`src/rtl/pwm_multi.sv`:
```
// Multi-channel PWM: shared prescaler and period counter, one compare per channel,
// edge/center-aligned, shadowed config. Optional output polarity under `PWM_POLARITY_EN`.
module pwm_multi #(
  parameter int CHANNELS  = 4,
  parameter int CNT_WIDTH = 8,
  parameter int PRE_WIDTH = 16
) (
  input  logic                          clk,
  input  logic                          rst,
  input  logic                          en,
  input  logic [PRE_WIDTH-1:0]          prescale,
  input  logic [CNT_WIDTH-1:0]          period,
  input  logic [CHANNELS*CNT_WIDTH-1:0] duty,
  input  logic                          center_mode,
`ifdef PWM_POLARITY_EN
  input  logic [CHANNELS-1:0]           polarity,
`endif
  input  logic                          cfg_wr,
  output logic                          cfg_pending,
  output logic                          period_tick,
  output logic [CHANNELS-1:0]           pwm_out
);

  typedef logic [CHANNELS-1:0][CNT_WIDTH-1:0] duty_t;

  logic [PRE_WIDTH-1:0] pre_q, pre_d;
  logic [CNT_WIDTH-1:0] cnt_q, cnt_d;
  logic                 dir_q, dir_d;   // 1 = counting down (center mode only)
  logic [CNT_WIDTH-1:0] per_act_q, per_act_d, per_sh_q, per_sh_d;
  duty_t                duty_act_q, duty_act_d, duty_sh_q, duty_sh_d;
  logic                 ctr_act_q, ctr_act_d, ctr_sh_q, ctr_sh_d;
  logic                 pend_q, pend_d;
  logic                 ptick_q, ptick_d;
  logic [CHANNELS-1:0]  pwm_q, pwm_d;
  logic [CHANNELS-1:0]  cmp, pol_act;
  logic                 tick, bnd, apply;

  for (genvar i = 0; i < CHANNELS; i++) begin : g_ch
    assign cmp[i] = cnt_q < duty_act_q[i];
  end

  always_comb begin
    // >= keeps the prescaler from running away if prescale drops below pre_q
    tick  = en && (pre_q >= prescale);
    pre_d = (!en || tick) ? '0 : pre_q + PRE_WIDTH'(1);
    cnt_d = cnt_q;
    dir_d = dir_q;
    bnd   = 1'b0;
    if (!en) begin
      cnt_d = '0;
      dir_d = 1'b0;
    end else if (tick) begin
      if (!ctr_act_q) begin
        if (cnt_q >= per_act_q) begin
          cnt_d = '0;
          bnd   = 1'b1;
        end else cnt_d = cnt_q + CNT_WIDTH'(1);
      end else if (!dir_q) begin
        if (cnt_q >= per_act_q) begin
          // period 0/1: the top is also the 1->0 step, so no down phase
          if (per_act_q <= CNT_WIDTH'(1)) begin
            cnt_d = '0;
            bnd   = 1'b1;
          end else begin
            cnt_d = per_act_q - CNT_WIDTH'(1);
            dir_d = 1'b1;
          end
        end else cnt_d = cnt_q + CNT_WIDTH'(1);
      end else begin
        if (cnt_q <= CNT_WIDTH'(1)) begin
          cnt_d = '0;
          dir_d = 1'b0;
          bnd   = 1'b1;
        end else cnt_d = cnt_q - CNT_WIDTH'(1);
      end
    end

    apply      = pend_q && (bnd || !en);
    per_act_d  = apply ? per_sh_q  : per_act_q;
    duty_act_d = apply ? duty_sh_q : duty_act_q;
    ctr_act_d  = apply ? ctr_sh_q  : ctr_act_q;
    per_sh_d   = cfg_wr ? period      : per_sh_q;
    duty_sh_d  = cfg_wr ? duty_t'(duty) : duty_sh_q;
    ctr_sh_d   = cfg_wr ? center_mode : ctr_sh_q;
    pend_d     = cfg_wr ? 1'b1 : (apply ? 1'b0 : pend_q);
    ptick_d    = bnd;
    pwm_d      = en ? (cmp ^ pol_act) : pol_act;
  end

  always_ff @(posedge clk) begin
    if (!rst) begin
      pre_q      <= '0;
      cnt_q      <= '0;
      dir_q      <= 1'b0;
      per_act_q  <= '0;
      duty_act_q <= '0;
      ctr_act_q  <= 1'b0;
      per_sh_q   <= '0;
      duty_sh_q  <= '0;
      ctr_sh_q   <= 1'b0;
      pend_q     <= 1'b0;
      ptick_q    <= 1'b0;
      pwm_q      <= '0;
    end else begin
      pre_q      <= pre_d;
      cnt_q      <= cnt_d;
      dir_q      <= dir_d;
      per_act_q  <= per_act_d;
      duty_act_q <= duty_act_d;
      ctr_act_q  <= ctr_act_d;
      per_sh_q   <= per_sh_d;
      duty_sh_q  <= duty_sh_d;
      ctr_sh_q   <= ctr_sh_d;
      pend_q     <= pend_d;
      ptick_q    <= ptick_d;
      pwm_q      <= pwm_d;
    end
  end

`ifdef PWM_POLARITY_EN
  logic [CHANNELS-1:0] pol_sh_q, pol_sh_d, pol_act_q, pol_act_d;
  assign pol_sh_d  = cfg_wr ? polarity : pol_sh_q;
  assign pol_act_d = apply ? pol_sh_q : pol_act_q;
  always_ff @(posedge clk) begin
    if (!rst) begin
      pol_sh_q  <= '0;
      pol_act_q <= '0;
    end else begin
      pol_sh_q  <= pol_sh_d;
      pol_act_q <= pol_act_d;
    end
  end
  assign pol_act = pol_act_q;
`else
  assign pol_act = '0;
`endif

  assign cfg_pending = pend_q;
  assign period_tick = ptick_q;
  assign pwm_out     = pwm_q;

endmodule

```
`config.mk`:
```
export PLATFORM = sky130hd
export DESIGN_NAME = pwm_multi
export DESIGN_NICKNAME = d
export VERILOG_FILES = /design/src/rtl/pwm_multi.sv
export SDC_FILE = /design/constraint.sdc
export NUM_CORES = 1
export LEC_CHECK = 0
export CAP_MARGIN = 10
export CORE_MARGIN = 5
export CORE_UTILIZATION = 52
export DETAILED_ROUTE_END_ITERATION = 12
export PLACE_DENSITY_LB_ADDON = 0.1
export SETUP_SLACK_MARGIN = 0.4
export SLEW_MARGIN = 25
export SYNTH_ARGS = -nofsm -noshare
export SYNTH_HDL_FRONTEND = slang
export SYNTH_SLANG_ARGS = --single-unit
export TNS_END_PERCENT = 30
```
`constraint.sdc`:
```
create_clock -name clk -period 2.8 [get_ports clk]
set_clock_uncertainty 0.2 [all_clocks]
set_input_delay 0.56 -clock clk [delete_from_list [all_inputs] [get_ports clk]]
set_output_delay 0.56 -clock clk [all_outputs]
set_load 0.02 [all_outputs]
```
Word level (Yosys, flattened, before mapping) --
Index checks and enable logic that the tools add are counted.
Storage, ports and cells: register bits 113, latch bits 0, bits in writable memories 0, memory bits (read-only) 0, input port bits 61, output and inout bits 6, memories kept 0
Operators by class: add/sub/neg operators 4, $mul 0, div/mod/pow operators 0, magnitude comparators 8, eq/ne operators 0, shifts and indexed selects 0, muxes and demuxes 20, bitwise operators 1, reductions and logical operators 9
Operators with widths (count):
- 2-to-1 mux 8 bit | 6
- < comparator 8 bit | 4
- adder 16 x 1 -> 16 bit (second input constant) | 1
- greater-or-equal comparator 16 bit | 1
- less-or-equal comparator 8 x 1 -> 1 bit (second input constant) | 2
- subtractor 8 x 1 -> 8 bit (second input constant) | 2
- 2-to-1 mux 1 bit | 14
- adder 8 x 1 -> 8 bit (second input constant) | 1
- greater-or-equal comparator 8 bit | 1
- AND reduction 2 bit | 2
- logical AND 1 bit | 2
- logical OR 1 bit | 2
- nonzero test 2 bit | 1
- OR reduction 2 bit | 1
- logical NOT 1 bit | 1
- NOT 1 bit | 1

Depth between registers and ports, before layout --
Gate-level depths: netlist of run 1.
depth after elaboration 11, gate-level depth with buffers 10

Least setup slack after synthesis of run 1 --
Ideal clock, no wire load.
path kind register to register, start point register cnt_q[0], end point register cnt_q[7], setup time 0.122 ns, data arrival time 2.490 ns, setup slack -0.012 ns, cell stages (with the launch flop) 11, path through dfxtp_1 clkbuf_1 inv_1 ha_1 nand2b_1 a2111oi_2 o21a_1 clkbuf_1 nor4b_1 o31a_1 o32a_1
Between the ends: cells in the longest elaborated chain, start to end 4, elaborated cells on any way between the ends 9, classes of those cells add/sub (2); order compare (2); mux (5)
Ends and longest elaborated chain:
- start, declared | RTL line 27 | logic [CNT_WIDTH-1:0] cnt_q, cnt_d;
- start signal, assigned | RTL line 106 | cnt_q <= cnt_d;
- adder 8 x 1 -> 8 bit (tied with other cells) | RTL line 57, 68
- 2-to-1 mux 8 bit, on equally long branches | RTL line 59, 70
- 2-to-1 mux 8 bit | RTL line 58 | end else if (!dir_q) begin
- 2-to-1 mux 8 bit * | RTL line 53 | if (!ctr_act_q) begin
Every way passes the cells marked *; elsewhere a longest branch is shown, timed or not. A chain may end at the register's enable or synchronous reset.

Worst setup path after layout of run 1 --
start point register per_act_q[7], end point register duty_act_q[28] (netlist name)
Between the ends: cells in the longest elaborated chain, start to end 9, elaborated cells on any way between the ends 11, classes of those cells order compare (2); mux (7); reduce/logical (2)
Ends and longest elaborated chain:
- start, declared | RTL line 29 | logic [CNT_WIDTH-1:0] per_act_q, per_act_d, per_sh_q, per_sh_d;
- start signal, assigned | RTL line 108 | per_act_q <= per_act_d;
- less-or-equal comparator 8 x 1 -> 1 bit | RTL line 61 | if (per_act_q <= CNT_WIDTH'(1)) begin
- 2-to-1 mux 1 bit | RTL line 61
- 2-to-1 mux 1 bit | RTL line 59 | if (cnt_q >= per_act_q) begin
- 2-to-1 mux 1 bit | RTL line 58
- 2-to-1 mux 1 bit * | RTL line 53
- 2-to-1 mux 1 bit * | RTL line 52 | end else if (tick) begin
- 2-to-1 mux 1 bit * | RTL line 49 | if (!en) begin
- logical OR 1 bit * | RTL line 78 | apply = pend_q && (bnd || !en);
- logical AND 1 bit * | RTL line 78
- end signal, assigned | RTL line 109 | duty_act_q <= duty_act_d;
- end, declared | RTL line 30 | duty_t duty_act_q, duty_act_d, duty_sh_q, duty_sh_d;
Marks and branches as above.

==> impl_metrics.json, run 1 <==
{
  "via_per_inst": 5.38,
  "outcome": "finished, final reports clean",
  "rr_endpoint": "duty_act_q[28]$_SDFFE_PN0P_",
  "multi_input_area_sq_mm": 0.00382,
  "syn_nets": 814,
  "port_buffers": 66,
  "path_class": "register to register",
  "p_comb_share_pct": 10.6,
  "critPathLaunch": "per_act_q[7]$_SDFFE_PN0P_",
  "clkTransAtPathRegs_ns": 0.05,
  "ys_seq_area_share_pct": 36.3,
  "dr.pass1.iters": 4,
  "diodes": 0,
  "placed_cell_area_sq_mm": 0.00718,
  "die_w_um": 120,
  "synth-simple-area-share_pct": 18.4,
  "synth.area.mux_share_pct": 13.2,
  "insertion_delay_ns": 0.40,
  "critPathLaunchType": "register",
  "synth-compound-area-share_pct": 10.4,
  "internal-power_mw": 3.44,
  "ant_nets": 0,
  "netlist_instances": 695,
  "hold_viol_final": 0,
  "core-area_sq_mm": 0.0119,
  "cts_sinks": 113,
  "cp.required_ns": 2.93,
  "fin_cells": 939,
  "fin_crit_ns": 2.68,
  "design_area_sq_mm": 0.00824,
  "drtIter0Drc": 289,
  "holdBufCountCts": 0,
  "dieArea_sq_mm": 0.0143,
  "share_seq_of_total_power_pct": 38.2,
  "pin_count": 67,
  "most-common-layout-cells": "nand2_1 (105), dfxtp_1 (102), mux2i_1 (81)",
  "place.gp.congestion": 0.879,
  "grt_pass1_vias": 5060,
  "power_switching_share_pct": 22.1,
  "leakage_nw": 3.31,
  "post-route-period-util_pct": 95.8,
  "syn_area_sq_mm": 0.00624,
  "antenna_found_initial": 0,
  "dp_hpwl_um": 9490,
  "ir_drop_mv": 0.410,
  "drc_errors": 0,
  "syn-mean-instance-area_sq_um": 8.97,
  "n_fill_cell": 905,
  "rows": 40,
  "fp.dieH_um": 120,
  "worstPathArrival_ns": 2.81,
  "cts_tree": "yes",
  "regToRegSetupSlack_ns": 0.12,
  "final_common_cell": "nand2_1",
  "synthAdderAreaFrac_pct": 11.6,
  "rr_worst_depth": 10,
  "rsz0062_at_grt": "yes",
  "p_sw_uw": 974,
  "crit_fanout": 5,
  "tightest_slew_ns": 0.461,
  "drv_slew": 0,
  "grt_pass1_wl_um": 23900,
  "register_area_sq_mm": 0.00229,
  "num_vias": 5052,
  "p_per_area_mw_per_mm2": 535,
  "r2r-start": "per_act_q[7]$_SDFFE_PN0P_",
  "synth_xor_xnor_area_share_pct": 3.37,
  "synth_top_family_by_area": "simple AND/OR/NAND/NOR gates",
  "endpoint_kind": "register",
  "synthDistinctLibCells": 54,
  "h-tree-depth": 4,
  "cts_buffers": 17,
  "dp_cells": 892,
  "ys_seq_elements": 113,
  "grt_overflow": 0,
  "wl_per_cell_um": 15.6,
  "area_growth_pct": 32.2,
  "max_freq_mhz": 373,
  "finalSetupViolCount": 0,
  "clockRootBuffer": "clkbuf_16",
  "clockBufferDepth": 2,
  "worst_slew_margin_rel_pct": 68.8,
  "routed_wl_um": 14700,
  "nNetsFinal": 899,
  "pwr-share-clk_pct": 51.1,
  "grt_max_degree": 123,
  "maxCapViolCount": 0,
  "crit_end": "duty_act_q[28]$_SDFFE_PN0P_",
  "gr-usage-all-layers_pct": 20.5,
  "holdCritPathClass": "primary input to register",
  "start_util_pct": 52.6,
  "drive_above_1_share_pct": 15.4,
  "ys_warn_count": 0
}
-- final cells by class --
type                            count  share of cell area (%)
Multi-Input combinational cell    488                    46.4
Tap cell                          147                    2.23
Sequential cell                   113                    27.8
Clock inverter                      8                    1.50
Inverter                           58                    2.76
Clock buffer                       23                    6.07
Timing Repair Buffer              102                    13.2
-- logic make-up (layout without fill, tap and decap cells) --
kind of cell	Yosys count	in the layout
flops	113	113
compound gates	89	89
mux	82	82
simple gates	235	235
fa+ha+maj	58	58
xor+xnor	24	24
buf+inv	94	191
-- metal layers --
layer / GRT usage (%) / vias to the layer above / wire (um)
met2: 33.6 / 117 / 7150
met4: 6.44 / 0 / 176
met3: 4.81 / 18 / 701
li1: - / 2538 / -
met1: 26.9 / 2379 / 6650
met5: 0 / - / 0
-- power by group through the flow --
stage | clock, mW | sequential [mW] | combinational [mW]
6_report | 2.26 | 1.69 | 0.469
5_1_grt | 2.38 | 1.69 | 0.510
4_1_cts | 2.28 | 1.69 | 0.451
3_5_place_dp | 0 | 1.72 | 0.412
3_3_place_gp | 0 | 1.72 | 0.402
2_1_floorplan | 0 | 1.72 | 0.262
-- synth_stat cells, drive strengths merged --
cell       n  area share [%]
inv       58             3.5
a211o      4            0.56
and4b      1            0.16
o21ai     13             1.0
a2111oi    1            0.24
a32oi      1            0.14
o21a       4            0.48
ha        58              12
clkbuf    23             1.4
nor4b      2            0.52
nor3       5            0.40
o311ai     4            0.56
o32a       1            0.16
or4        2            0.24
o211ai     6            0.72
a21o      11             1.3
nand2b     8            0.80
nor3b      1            0.12
dfxtp    113              36
nand3     16             1.3
a221oi     1            0.14
xor2       8             1.1
nor4       3            0.64
nand2    107             6.4
o22ai      1            0.10
mux2i     82              13
nor2      30             1.8
a311oi     1            0.14
buf       13             1.8
and2       2            0.20
nor2b     43             4.3
xnor2     16             2.2
a211oi     8             1.2
nand4      1            0.10
a32o       1            0.16
o2111ai    1            0.14
o32ai      7            0.98
or3        1            0.10
and3      13             1.3
o31a       1            0.14
o21bai     4            0.48
a21oi     13             1.0
a31oi      6            0.60
-- worst max-delay path: stages, from the launching register on --
cell      delay, ns
dfxtp_2        0.35
inv_4          0.05
ha_4           0.28
nand2_4        0.05
or4_4          0.55
o21ai_4        0.19
a211oi_2       0.10
a211oi_4       0.30
buf_6          0.20
buf_12         0.14
mux2i_1        0.21
-- repair_timing --
| item | 4_1_cts | 5_1_grt |
|---|---|---|
| gates cloned | 3 | 2 |
| resized for setup | 23 | 24 |
| endpoints found under the setup margin | 68 | 67 |
| hold endpoints to repair | 0 | 0 |
| setup buffers | 10 | 1 |
| pin swaps | 10 | 18 |
-- through the flow --
stage	setup TNS (ns)	utilization (%)	power [mW]	hold slack [ns]	setup slack [ns]
after floorplan	0	-	1.98	0.230	0.301
after global placement	-15.26	60.6	2.12	0.242	-0.271
after detailed placement	-19.10	60.6	2.14	0.246	-0.360
after CTS	0	68.1	4.42	0.218	0.190
after global routing	0	69.5	4.58	0.246	0.0251
final	0	69.5	4.41	0.236	0.118
-- worst min-delay path by stage --
stage | start | end | slack, ns | cells past startpoint
finish | rst | cfg_pending$_SDFFE_PN0P_ | 0.24 | 2
global route | rst | cfg_pending$_SDFFE_PN0P_ | 0.25 | 2
CTS | rst | cfg_pending$_SDFFE_PN0P_ | 0.22 | 2
detailed placement | duty_act_q[7]$_SDFFE_PN0P_ | duty_act_q[7]$_SDFFE_PN0P_ | 0.25 | 2
global placement | duty_act_q[23]$_SDFFE_PN0P_ | duty_act_q[23]$_SDFFE_PN0P_ | 0.24 | 2
floorplan | per_sh_q[7]$_SDFFE_PN0P_ | per_act_q[7]$_SDFFE_PN0P_ | 0.23 | 2
-- registers in the layout, indices dropped and copies added (netlist names) --
register / count
pre_q: 16
duty_act_q: 32
ctr_sh_q: 1
period_tick: 1
per_act_q: 8
per_sh_q: 8
dir_q: 1
cnt_q: 8
duty_sh_q: 32
cfg_pending: 1
pwm_out: 4
ctr_act_q: 1
Power figures use the tool's default switching activity.
==> inputs of run 2 (changes only) <==
--- a/config.mk
+++ b/config.mk
@@ -7,7 +7,7 @@
 export LEC_CHECK = 0
 export CAP_MARGIN = 10
 export CORE_MARGIN = 5
-export CORE_UTILIZATION = 52
+export CORE_UTILIZATION = 45
 export DETAILED_ROUTE_END_ITERATION = 12
 export PLACE_DENSITY_LB_ADDON = 0.1
 export SETUP_SLACK_MARGIN = 0.4
==> run 2 against run 1 <==
Against the previous run:
- die area is 14% higher
- clock power hardly changed
- largest power group unchanged
- sequential power is essentially flat
- power shrank 0.31%
- sequential cell count unchanged
- global-route usage decreased by 2.2 points
- routed wire length about the same
==> impl_metrics.json, run 2 (synthesis gave the netlist of run 1 again) <==
{
  "endpoint_kind": "register",
  "diodes": 0,
  "holdWs_ns": 0.232,
  "critPathLaunchType": "register",
  "dr.pass1.iters": 4,
  "n_fill_cell": 1196,
  "critPathTopFamily": "simple AND/OR/NAND/NOR gates",
  "cts_tree": "yes",
  "layout_setup_ws_ns": 0.197,
  "crit_fanout": 7,
  "gr-usage-all-layers_pct": 18.3,
  "cp_slowest_stage_delay_ns": 0.51,
  "cts_sinks": 113,
  "internal-power_mw": 3.42,
  "rr_worst_depth": 10,
  "holdBufCountCts": 0,
  "antenna_found_initial": 0,
  "insertion_delay_ns": 0.41,
  "dp_cells": 930,
  "via_per_inst": 5.11,
  "num_vias": 4989,
  "clockRootBuffer": "clkbuf_16",
  "pwr-share-clk_pct": 51.2,
  "die_w_um": 128,
  "clkTransAtPathRegs_ns": 0.05,
  "post-route-period-util_pct": 93.0,
  "finalSetupViolCount": 0,
  "grt_pass1_vias": 5151,
  "register_area_sq_mm": 0.00229,
  "cp.required_ns": 2.94,
  "tightest_slew_ns": 0.661,
  "nNetsFinal": 903,
  "ir_drop_mv": 0.458,
  "h-tree-depth": 4,
  "grt_max_degree": 69,
  "drc_errors": 0,
  "rows": 43,
  "holdCritPathClass": "primary input to register",
  "maxCapViolCount": 0,
  "drtIter0Drc": 161,
  "path_buf_inv": 3,
  "max_freq_mhz": 384,
  "wl_per_cell_um": 15.0,
  "dp_hpwl_um": 10100,
  "start_util_pct": 45.5,
  "crit_cells": 10,
  "worstPathArrival_ns": 2.74,
  "fin_crit_ns": 2.60,
  "grt_pass1_wl_um": 24100,
  "drv_slew": 0,
  "core-area_sq_mm": 0.0137,
  "path_class": "register to register",
  "place.gp.congestion": 0.984,
  "leakage_nw": 3.30,
  "crit_path_frequent_cell": "a211oi_4",
  "power_switching_share_pct": 22.3,
  "hold_viol_final": 0,
  "clockBufferDepth": 2,
  "worst_slew_margin_rel_pct": 55.9,
  "final_common_cell": "nand2_1",
  "routed_wl_um": 14700,
  "hold_depth": 2,
  "fp.dieH_um": 128,
  "dieArea_sq_mm": 0.0163,
  "cp_cell_sequence": "inv_1, ha_2, nor2_1, or4_4, o21ai_4, a211oi_4, a211oi_4, buf_8, clkbuf_16, mux2i_1",
  "postLayoutCoreUtil_pct": 60.4,
  "fin_cells": 976,
  "crit_slowest_cell": "or4_4",
  "drive_above_1_share_pct": 16.3,
  "p_per_area_mw_per_mm2": 531,
  "dpl_worst_slack_ns": -0.310,
  "grt_overflow": 0,
  "pin_count": 67,
  "port_buffers": 66,
  "share_seq_of_total_power_pct": 38.4,
  "outcome": "finished, final reports clean",
  "area_growth_pct": 32.9,
  "multi_input_area_sq_mm": 0.00385,
  "reg_top3": "duty_act_q x32, duty_sh_q x32, pre_q x16",
  "p_sw_uw": 981,
  "p_comb_share_pct": 10.4,
  "ant_nets": 0,
  "rsz0062_at_grt": "yes",
  "most-common-layout-cells": "nand2_1 (105), dfxtp_1 (102), mux2i_1 (82)",
  "cts_buffers": 17
}
-- run 2: stage by stage --
step	area, sq um	TNS, ns	total power [mW]
2_1_floorplan	6380	0	1.98
3_3_place_gp	7250	-14.68	2.13
3_5_place_dp	7250	-16.99	2.14
4_1_cts	8140	0	4.42
5_1_grt	8290	0	4.55
6_report	8290	0	4.40
-- run 2: worst paths after layout --
kind / start / to / slack (ns)
worst min-delay path: rst / cfg_pending$_SDFFE_PN0P_ / 0.23
worst max-delay path: per_act_q[3]$_SDFFE_PN0P_ / duty_act_q[12]$_SDFFE_PN0P_ / 0.20
worst min register to register: duty_act_q[10]$_SDFFE_PN0P_ / duty_act_q[10]$_SDFFE_PN0P_ / 0.25
worst max register to register: per_act_q[3]$_SDFFE_PN0P_ / duty_act_q[12]$_SDFFE_PN0P_ / 0.20
-- run 2: repair_timing --
action,4_1_cts,5_1_grt
gates cloned,2,3
buffers inserted,7,3
setup endpoints to repair,67,68
pin swaps,13,3
gates resized for setup,41,12
-- run 2: power by group through the flow --
stage | sequential (mW) | combinational (mW) | clock (mW)
2_1_floorplan | 1.72 | 0.262 | 0
3_3_place_gp | 1.72 | 0.406 | 0
3_5_place_dp | 1.72 | 0.414 | 0
4_1_cts | 1.69 | 0.436 | 2.29
5_1_grt | 1.69 | 0.500 | 2.36
6_report | 1.69 | 0.458 | 2.25
-- run 2: area by class of cell --
class | count | share of cell area (%)
clock inverters | 9 | 1.52
repair buffers | 105 | 13.0
well taps | 180 | 2.72
clock buffers | 22 | 5.98
inverters | 58 | 2.66
flip-flops and latches | 113 | 27.7
multi-input cells | 489 | 46.4
-- run 2: per-layer routing --
layer  global-route usage [%]  vias to the layer above  share of wire [%]
li1                         -                     2550                  -
met1                     23.4                     2323                 47
met2                     29.5                       95                 48
met3                     5.04                       21                3.6
met4                     6.80                        0                1.5
met5                        0                        -                  0
